## src/rtl/key_event_fifo.sv

```systemverilog
// Key event queue between a PS/2 decoder and a CPU.
// Edge-detected push, show-ahead pop, and a choice of full-queue policy.
module key_event_fifo #(
  parameter int DATA_WIDTH = 32,
  parameter int DEPTH      = 8,
  parameter int OVERWRITE  = 0
) (
  input  logic                    clock,
  input  logic                    reset,
  input  logic                    ps2_key_pressed,
  input  logic [DATA_WIDTH-1:0]   ps2_out,
  input  logic                    rd_en,
  input  logic                    clear,
  output logic [DATA_WIDTH-1:0]   rd_data,
  output logic                    empty,
  output logic                    full,
  output logic [$clog2(DEPTH):0]  count,
  output logic                    overflow
);

  localparam int AW = $clog2(DEPTH);
  localparam int CW = AW + 1;

  logic [DATA_WIDTH-1:0] r_mem [DEPTH];
  logic [AW-1:0]         r_wptr;
  logic [AW-1:0]         r_rptr;
  logic [CW-1:0]         r_cnt;
  logic                  r_ovf;
  logic                  r_key_q;

  logic w_push;
  logic w_pop;
  logic w_full;
  logic w_empty;
  logic w_wr;
  logic w_adv;
  logic w_inc;
  logic w_ovf_set;

  assign w_full  = (r_cnt == CW'(DEPTH));
  assign w_empty = (r_cnt == '0);
  assign w_push  = ps2_key_pressed & ~r_key_q;
  assign w_pop   = rd_en & ~w_empty;

  // A full queue only accepts the new word if a slot frees this cycle
  // or the oldest entry is being evicted.
  assign w_inc     = w_push & (~w_full | w_pop);
  assign w_wr      = ~clear & w_push
                   & (~w_full | w_pop | (OVERWRITE != 0));
  assign w_adv     = w_pop
                   | (w_push & w_full & (OVERWRITE != 0));
  assign w_ovf_set = w_push & w_full & ~w_pop;

  always_ff @(posedge clock or negedge reset) begin
    if (!reset) begin
      r_key_q <= 1'b0;
    end else begin
      r_key_q <= ps2_key_pressed;
    end
  end

  always_ff @(posedge clock or negedge reset) begin
    if (!reset) begin
      r_wptr <= '0;
      r_rptr <= '0;
      r_cnt  <= '0;
      r_ovf  <= 1'b0;
    end else if (clear) begin
      r_wptr <= '0;
      r_rptr <= '0;
      r_cnt  <= '0;
      r_ovf  <= 1'b0;
    end else begin
      if (w_wr) begin
        r_wptr <= r_wptr + AW'(1);
      end
      if (w_adv) begin
        r_rptr <= r_rptr + AW'(1);
      end
      unique case ({w_inc, w_pop})
        2'b10:   r_cnt <= r_cnt + CW'(1);
        2'b01:   r_cnt <= r_cnt - CW'(1);
        default: r_cnt <= r_cnt;
      endcase
      if (w_ovf_set) begin
        r_ovf <= 1'b1;
      end
    end
  end

  always_ff @(posedge clock) begin
    if (w_wr) begin
      r_mem[r_wptr] <= ps2_out;
    end
  end

  assign rd_data  = r_mem[r_rptr];
  assign empty    = w_empty;
  assign full     = w_full;
  assign count    = r_cnt;
  assign overflow = r_ovf;

endmodule

```

## config.mk

```make
export PLATFORM = sky130hd
export DESIGN_NAME = key_event_fifo
export DESIGN_NICKNAME = d
export VERILOG_FILES = /design/src/rtl/key_event_fifo.sv
export SDC_FILE = /design/constraint.sdc
export NUM_CORES = 1
export LEC_CHECK = 0
export ABC_AREA = 1
export CAP_MARGIN = 20
export CORE_ASPECT_RATIO = 1.75
export CORE_MARGIN = 4
export CORE_UTILIZATION = 55
export DETAILED_ROUTE_END_ITERATION = 10
export PLACE_DENSITY = 0.75
export SYNTH_ARGS = -nofsm -noshare
export SYNTH_HDL_FRONTEND = slang
export SYNTH_SLANG_ARGS = --single-unit
```

## constraint.sdc

```tcl
create_clock -name clock -period 3.4 [get_ports clock]
set_input_delay 0.68 -clock clock [delete_from_list [all_inputs] [get_ports clock]]
set_output_delay 0.68 -clock clock [all_outputs]
set_load 0.005 [all_outputs]
```

==> Yosys cells after proc, flatten, opt, wreduce, memory -nomap -nowiden <==
Memory sizes are Yosys's and may differ from the RTL's.
Cells that the tools add are included.
{ "totals": {"regBits": 12, "mem_bits_rw": 256, "output_inout_bits": 39, "word_cells": 41, "memories": 1} }
{ "op_classes": {"n_addsub": 4, "eq_ne": 3, "n_mux": 10, "bitwise_logic": 13, "n_reduce_logical": 5} }
{ "memory_table": {"columns": ["name", "depth", "width", "rd", "rd_clocked_by_memory_dff", "wr", "line_no", "source"], "rows": [
  ["r_mem", 8, 32, 1, 0, 1, "24", "logic [DATA_WIDTH-1:0] r_mem [DEPTH];"]
]} }
{ "ops": {"columns": ["operator", "n"], "rows": [
  ["$mux 3", 4],
  ["$pmux 4 s2", 1],
  ["$and 1x1->1", 7],
  ["$add 3x1->3 const B", 2],
  ["$reduce_bool 2->1", 3],
  ["$not 1->1", 5],
  ["$add 4x1->4 const B", 1],
  ["$eq 4x4->1 const B", 1],
  ["$logic_not 4->1", 1],
  ["$mux 1", 4],
  ["$mux 4", 1],
  ["$sub 4x1->4 const B", 1],
  ["$reduce_bool 3->1", 1],
  ["$eq 2x1->1 const B", 1],
  ["$eq 2x2->1 const B", 1],
  ["$or 1x1->1", 1]
]} }

==> Depth between registers and ports, before layout <==
{ "depth": {"ltp_word": 8, "mapped_depth": 12, "ltp_nobuf": 12} }

==> Worst setup path before layout <==
Ideal clock, no wire load.
{ "synth_path": {"path_type": "in2reg", "startpoint": "input ps2_key_pressed", "endpoint": "memory r_mem[1][0] (enable)", "setup_ns": 0.421, "arrival_ns": 2.532, "path_slack_ns": 0.447, "cell_stages": 8, "n_path_buf": 0, "path_cell_list": "nand2_1 inv_1 nand2_2 inv_2 nand2_2 inv_1 nand2_1 nor2_1"} }
{ "synth_via": {"elab_chain_cells": 5} }
{ "synth_rtl": {"columns": ["element", "line_no", "source"], "rows": [
  ["from (decl)", "10", "input logic ps2_key_pressed,"],
  ["$and 1x1->1", "42", "assign w_push = ps2_key_pressed & ~r_key_q;"],
  ["$and 1x1->1", "48", "assign w_wr = ~clear & w_push"],
  ["$and 1x1->1", "49", "& (~w_full | w_pop | (OVERWRITE != 0));"],
  ["$mux 1", "92", "if (w_wr) begin"],
  ["$mux 1 (not written as such)", "93", "r_mem[r_wptr] <= ps2_out;"],
  ["to (decl)", "24", null]
]} }
No other way between the ends.

==> Final worst setup path <==
{ "layout_path": {"startpoint": "register r_rptr[0]", "endpoint": "output rd_data[4]"} }
{ "layout_via": {"elab_chain_cells": 1} }
{ "layout_rtl": {"columns": ["element", "line_no", "source"], "rows": [
  ["from (decl)", "26", "logic [AW-1:0] r_rptr;"],
  ["from (signal assigned)", "78", "r_rptr <= r_rptr + AW'(1);"],
  ["$mem_v2 8x32", null, null],
  ["to (decl)", "14", "output logic [DATA_WIDTH-1:0] rd_data,"]
]} }
No other way between the ends.

==> results.toml <==
[routing]
wl_met1_mm = 8.514
drc_errors = 0
drt_iter0_drc = 489
vias = 6724
final_antenna_net_count = 0
wl_met3_mm = 1.227
avgViaCountPerCell = 5.802
wl_met2_mm = 11.83
highest_layer = "met4"
drt-wirelength-per-cell_um = 19.14
totalWireLength_mm = 22.18
firstDrtPassIters = 4

[power]
leakage_nw = 4.377
powerDensity_nw_per_um2 = 654.1
vdd_drop_max_mv = 0.4565

[timing]
setup_violations = 0
hold_ws_ps = 523.6
setup_ws_ps = 125.7
fin_worst_skew_ps = 7.993
fin_setup_tns_ps = 0
slew_headroom_pct = 48.04
hold_violations = 0
tightest_slew_ps = 774.6
fin_crit_sh_pct = 96.30
report.final.slew_viol_count = 0
clock.fmax_mhz = 305.4
period_needed_ps = 3274

[yosys]
yosysWarnings = 0
synth_area_leaders = "edfxtp_1 (72%), nor2_1 (7.0%), o32ai_1 (5.2%), nand2_1 (4.2%), o21ai_0 (3.2%)"
synth_edf_count = 256
ys_seq_area_share_pct = 74.79
synth-main-ff-cell = "edfxtp_1"
synth_area_leader_cell = "edfxtp_1"
synth_common_cells = "edfxtp_1 (256), nor2_1 (200), nand2_1 (120)"
syn_inst = 827
synth_fa_ha_area_share_pct = 0.4686
yosysMostFrequentCell = "edfxtp_1"
async_flop_share_pct = 4.478
synth_xor_area_share_pct = 0.08201
netlist.area_leader.share_pct = 71.98
synth-simple-area-share_pct = 12.64
syn_area_um2 = 10680
synth_compound_area_share_pct = 8.857
ys_ff_latch = 268
synth.area.mux_share_pct = 0
syn-num-nets = 868
synth_cell_types = 27
syn_area_per_cell_um2 = 12.91
synth_top_family_by_area = "simple AND/OR/NAND/NOR gates"

[placement]
post-place-ws_ps = 534.3
postPlaceCellArea_um2 = 11840
io_buffer_count = 75
gp_congestion = 0.7479
dp.final_hpwl_mm = 12.62

[layout]
nets = 943
n_antenna_cell = 0
post-route-util_pct = 66.25
fin_area_um2 = 12660
areaGrowthSynthToFinish_pct = 18.56
drive_gt1_share_pct = 9.150

[floorplan]
die_y_um = 192.3
start_util_pct = 55.88
die_w_um = 113.3
io_pins = 76
rows = 67
core_um2 = 19110
die_area_um2 = 21800

[critical_path]
crit_family = "buffers and inverters"
slowest_stage = "dfrtp_4"
crit_top_cell = "nand2_1"
end_kind = "output pin"
path_cells = "inv_6 > buf_12 > nor2_1 > o32ai_1 > nand2_1 > nand2_1 > clkdlybuf4s50_1"
critPathBufInv = 3
arrival_ps = 2590
cp_slowest_stage_delay_ps = 520
startpoint_type = "register"
worstPathMaxFanout = 43
required_ps = 2720
path_class = "register to output pin"

[run_status]
status = "complete, no violations"

[cts]
root_buffer = "clkbuf_16"
clockBufferDepth = 3
insertion_delay_ps = 510
cts_tree = "yes"
h-tree-depth = 1
clk_pin_slew_ps = 60
cts.sinks = 268
cts_buffers = 22
postCtsHoldBufs = 0

[grt]
grt_max_degree = 130
grt_pass1_wl_mm = 34.91
track_usage_pct = 20.44
grt_pass1_vias = 6733
overflow = 0
antenna_found_initial = 0

[min_path]
worstHoldPathType = "register to register"

[job]
max_cap_viol_count = 0
-- where the power goes --
group	switching [mW]	internal [mW]	leakage, nW
clock network	1.10	1.69	0.394
logic	0.953	0.790	1.52
registers	0.0727	3.67	2.46
-- tightest hold or removal path, delay by kind of cell, from the launching register on --
| family | cells | cell delay, ps |
|---|---|---|
| flip-flops | 1 | 360 |
| AND/OR/NAND/NOR | 1 | 80 |
| AO/OA/AOI/OAI | 1 | 50 |
-- stage by stage --
stage               std cells  total power, mW
floorplan                 827            4.824
global placement         1119            5.525
detailed placement       1119            5.558
CTS                      1159            8.329
global route             1159            8.659
finish                   1159            8.282
-- final timing paths --
kind	from	end	slack, ps	cells after the start
worst max-delay path	r_rptr[0]	rd_data[4]	130	7
worst min-delay path	overflow	overflow	520	2
worst max register to register	count[0]	r_mem[7][2]	1190	11
worst min register to register	overflow	overflow	520	2
max in group asynchronous	reset	r_rptr[1]	2410	1
min in group asynchronous	reset	count[1]	550	1
-- flip-flops by register name, indices dropped and copies added, names as in the netlist --
name      flops
r_mem       256
count         4
overflow      1
r_rptr        3
r_wptr        3
r_key_q       1
-- metal layers --
metal  vias up  global-route usage [%]
li1       3146                       -
met1      3323                   25.07
met2       213                   36.89
met3        42                   2.887
met4         0                   7.080
met5         -                       0
-- cell families after synthesis --
| group | after synthesis |
|---|---|
| buffers and inverters | 71 |
| AO/OA/AOI/OAI | 140 |
| AND/OR/NAND/NOR | 343 |
| XOR/XNOR | 1 |
| flip-flops | 268 |
| adder cells (fa/ha/maj) | 4 |
-- cells in the final DEF, fill, tap and decap left out, types with 7 or more instances in the layout --
| master | netlist | final |
|---|---|---|
| clkdlybuf4s50_1 | 0 | 75 |
| buf_12 | 0 | 8 |
| clkbuf_16 | 0 | 23 |
| nor2_4 | 0 | 8 |
| inv_1 | 17 | 17 |
| nand2_1 | 120 | 120 |
| dfrtp_1 | 12 | 10 |
| nor2_1 | 200 | 196 |
| buf_4 | 4 | 15 |
| nand3_1 | 7 | 7 |
| o21ai_0 | 68 | 68 |
| edfxtp_1 | 256 | 256 |
| o32ai_1 | 64 | 64 |
-- what timing repair did --
action	4_1_cts	5_1_grt
gates resized for setup	0	3
setup endpoints to repair	0	14
buffers inserted	0	0
-- cell type report --
| class | instances | area [um^2] |
|---|---|---|
| fill | 1340 | 6451 |
| clock inverter | 15 | 227.7 |
| tap | 241 | 301.5 |
| inverter | 22 | 87.58 |
| sequential | 268 | 7995 |
| timing repair buffer | 100 | 1062 |
| clock buffer | 25 | 583.1 |
| multi-input combinational | 488 | 2405 |
(Power assumes the default switching activity.)
